<file path="config.mk">
export PLATFORM = sky130hd
export DESIGN_NAME = cond_unit
export DESIGN_NICKNAME = d
export VERILOG_FILES = /design/src/rtl/cond_unit.sv
export SDC_FILE = /design/constraint.sdc
export NUM_CORES = 1
export LEC_CHECK = 0
export ABC_AREA = 0
export BUFFER_PORTS_ARGS = -buffer_cell sky130_fd_sc_hd__buf_2
export CAP_MARGIN = 10
export CORE_AREA = 4 4 41 43
export DETAILED_ROUTE_END_ITERATION = 8
export DIE_AREA = 0 0 45 47
export GPL_TIMING_DRIVEN = 0
export SKIP_CTS_REPAIR_TIMING = 1
export SKIP_LAST_GASP = 1
export SLEW_MARGIN = 20
export SYNTH_ARGS = -nofsm -noshare
export SYNTH_HDL_FRONTEND = slang
export SYNTH_SLANG_ARGS = --single-unit
</file>
<file path="constraint.sdc">
create_clock -name CLK -period 3.9 [get_ports CLK]
set_clock_uncertainty 0.1 [all_clocks]
set_input_delay 0 -clock CLK [delete_from_list [all_inputs] [get_ports CLK]]
set_output_delay 0 -clock CLK [all_outputs]
set_load 0.05 [all_outputs]
</file>
<file path="src/rtl/cond_unit.sv">
// Condition unit: holds the architectural NZCV flags, evaluates the ARM condition
// field against them and gates the PC/register/memory write enables of the instruction.
module cond_unit #(
  parameter logic [3:0] RESET_FLAGS = 4'b0000
) (
  input  logic       CLK,
  input  logic       Reset,
  input  logic       InstrStart,
  input  logic [3:0] Cond,
  input  logic [3:0] ALUFlags,
  input  logic [1:0] FlagW,
  input  logic       PCS,
  input  logic       RegW,
  input  logic       MemW,
  input  logic       NoWrite,
  output logic       PCSrc,
  output logic       RegWrite,
  output logic       MemWrite,
  output logic [3:0] Flags,
  output logic       CondEx
);

  logic [3:0] flags_reg;
  logic [3:0] flags_next;
  logic       cond_ex_reg;
  logic       cond_ex_next;
  logic       ce;
  logic       g;
  logic       n_flag;
  logic       z_flag;
  logic       c_flag;
  logic       v_flag;

  assign {n_flag, z_flag, c_flag, v_flag} = flags_reg;

  // Evaluation always uses the registered flags, so a flag-setting instruction
  // never sees its own ALU result.
  always_comb begin
    ce = 1'b0;
    unique case (Cond)
      4'b0000: ce = z_flag;
      4'b0001: ce = ~z_flag;
      4'b0010: ce = c_flag;
      4'b0011: ce = ~c_flag;
      4'b0100: ce = n_flag;
      4'b0101: ce = ~n_flag;
      4'b0110: ce = v_flag;
      4'b0111: ce = ~v_flag;
      4'b1000: ce = c_flag & ~z_flag;
      4'b1001: ce = ~c_flag | z_flag;
      4'b1010: ce = (n_flag == v_flag);
      4'b1011: ce = (n_flag != v_flag);
      4'b1100: ce = ~z_flag & (n_flag == v_flag);
      4'b1101: ce = z_flag | (n_flag != v_flag);
      4'b1110: ce = 1'b1;
      4'b1111: ce = 1'b0;
      default: ce = 1'b0;
    endcase
  end

  // Later cycles of a multi-cycle instruction reuse the verdict taken at decode.
  assign g = InstrStart ? ce : cond_ex_reg;

  always_comb begin
    flags_next   = flags_reg;
    cond_ex_next = cond_ex_reg;
    if (FlagW[1] && g) begin
      flags_next[3:2] = ALUFlags[3:2];
    end
    if (FlagW[0] && g) begin
      flags_next[1:0] = ALUFlags[1:0];
    end
    if (InstrStart) begin
      cond_ex_next = ce;
    end
  end

  always_ff @(posedge CLK) begin
    if (Reset) begin
      flags_reg   <= RESET_FLAGS;
      cond_ex_reg <= 1'b0;
    end else begin
      flags_reg   <= flags_next;
      cond_ex_reg <= cond_ex_next;
    end
  end

  assign PCSrc    = PCS & g;
  assign RegWrite = RegW & g & ~NoWrite;
  assign MemWrite = MemW & g;
  assign Flags    = flags_reg;
  assign CondEx   = g;

endmodule

</file>
==> metrics <==
I/O pins=25; dpl hpwl=758 µm; DIE AREA=2120 µm²; Overall Power=0.194 mW; largest net degree at the start of global routing=11; Nets=103; FFs w/ async S/R, synth=0%; Reg power frac=slightly below 30%; number of DRC markers in iteration 0=2; period utilization=between 50% and 60%; most numerous cell in the Yosys netlist=dfxtp_1; layout cell share with drive strength beyond 1=41.2%; first-pass GRT wire length=1.55 mm; Core ar.=roughly 1300 µm²; setup TNS=0 ps; Slew Viols, Final=0; antenna-violating nets left=0; clk_lat worst skew=about 240 ps; Switch Pwr=0.0671 mW; worst hold margin=around 3.3 ps; leakage=around 0.33 nW; via count=466; Crit Path Max Fanout=10; Main synth FF type=dfxtp_1; Seq/Total Area, Yosys=22.7%; Die H=47 µm; Rel. slew slack=83.2%; Yosys cell types=28; Avg Inst Size Synth=8.83 µm²; clk sinks=5; Max Buffers Root-to-Sink=2; vias per cell=4.66; Die Span X=45 µm; Post-synth top cells=dfxtp_1 (5), inv_1 (4), nand2b_1 (4), nand4b_1 (4); DRC viols=0; Synth Register Bits=5; root buf cell=clkbuf_4; area grow syn2layout=55.5%; crit start category=register; CP Cell Sequence=xor2_1 > a211oi_2 > o211a_1 > o221ai_2 > buf_6 > nand4b_1 > dlygate4sd3_1 > o21ai_0; initial core utilization=around 34%; PD cells=282 nW/µm²; Fin. Hold Viols=0; CTS tree=built; global route total overflow=0; row count=13; crit path capture type=register; drt first pass iters=2; Final Critical Period=2240 ps; H-tree Lvls=1; Pint=about 0.13 mW; YS warnings=0; Tot GR Track Use=10.3%; CTS Buf Count=3; ant diodes=0; combinational share of power=40.4%; IO buf count=22; Synth area leader=dfxtp_1; number of setup violations in the final report=0; initial antenna violation count=0; path type of the worst min-delay path=primary input to register; routed len/inst=around 10 µm; Sw Share=34.6%; DRT Wirelength=1.02 mm; Post-synth EDFFs=0; max_cap viols=0; kind of critical path=register to register; crit path DAT=2310 ps; RSZ-0062 raised after global routing=false; Critical Path RT=around 4000 ps; GPL Wtd Cong=between 0.7 and 0.8; Net Count, Synth=67; CP max stage delay=between 500 and 600 ps; Fmax=between 400 and 500 MHz; max reg flops=4; VDD IR max=0.182 mV; Layout Utilization=52.8%; vias in the first global route=389; clock power share=30.0%; top cells by area, synth=dfxtp_1 (23%), nand4b_1 (7.9%), nand2b_1 (5.7%), buf_6 (5.1%), o21ai_2 (4.0%); mapped cell area=442 µm²; status=completed; Gate Count Post-Synth=50; top-area cell type share of the netlist area=a little under a quarter; Worst-Margin Slew=253 ps; CP max stage cell=dlygate4sd3_1; Worst-path clk slew=around 40 ps
-- final timing paths --
check,start,end,slack (ps),cells past startpoint
worst max register to register,Flags[3],Flags[3],1660,8
worst min register to register,Flags[0],Flags[0],420,2
worst min-delay path,FlagW[0],Flags[1],3,3
worst max-delay path,Flags[3],Flags[3],1660,8
-- stage by stage --
step                setup slack (ps)  instances  area, µm²
CTS                             1820         91        597
finish                          1660        100        687
floorplan                       1710         50        442
detailed placement              2080         87        571
global placement                2070         87        571
global route                    1460        100        687
-- cells in the final DEF (no fill, tap or decap), drive strengths merged --
| master | count |
|---|---|
| buf | 25 |
| dlygate4sd3 | 9 |
| dfxtp | 5 |
| inv | 4 |
| nand2b | 4 |
| nand4b | 4 |
| clkbuf | 4 |
| o21ai | 4 |
| and2 | 4 |
| xnor2 | 2 |
| a21oi | 2 |
| xor2 | 2 |
| nor2b | 2 |
| nand2 | 2 |
| mux2i | 1 |
| and2b | 1 |
| a221oi | 1 |
| nor2 | 1 |
| a311o | 1 |
| a211oi | 1 |
| nor3b | 1 |
| a211o | 1 |
| o211a | 1 |
| o221ai | 1 |
| and3b | 1 |
| o31ai | 1 |
-- layer usage --
metal | routed length, µm | track usage [%]
met2 | 464 | 14.1
met5 | 0 | 0
met4 | 12 | 8.77
met3 | 102 | 2.30
met1 | 442 | 13.6
-- logic make-up (layout without fill, tap and decap cells) --
family                    count (synthesis)  in the layout  share of synthesized area (%)
xor gates and xnor gates                  4              4                           7.93
AOI/OAI and AO/OA                        13             13                           26.1
DFF                                       5              5                           22.7
and+or+nand+nor                          20             20                           30.9
muxes                                     1              1                           2.27
buffers and inverters                     7             42                           10.2
-- final cells by class --
| cell class | instances | area (µm²) |
|---|---|---|
| buffer | 3 | 30.0 |
| clock buffer | 4 | 26.3 |
| fill | 132 | 614 |
| inverter | 4 | 15.0 |
| multi-input combinational | 38 | 297 |
| sequential | 5 | 100 |
| tap | 15 | 18.8 |
| timing repair buffer | 31 | 200 |
-- power groups by stage --
stage | combinational [mW] | clock, mW | sequential [mW]
2_1_floorplan | 0.0464 | 0 | 0.0662
3_3_place_gp | 0.0728 | 0 | 0.0585
3_5_place_dp | 0.0730 | 0 | 0.0586
4_1_cts | 0.0733 | 0.0592 | 0.0577
5_1_grt | 0.0853 | 0.0612 | 0.0582
6_report | 0.0782 | 0.0580 | 0.0575
-- critical path: cells and delay by family (launching register included) --
kind / cells / cell delay (ps)
AO/OA/AOI/OAI: 4 / 620
XOR/XNOR: 1 / 240
flip-flops: 1 / 380
buffers and inverters: 2 / 740
AND/OR/NAND/NOR: 1 / 100
No activity file was read; power rests on OpenSTA's default activity.
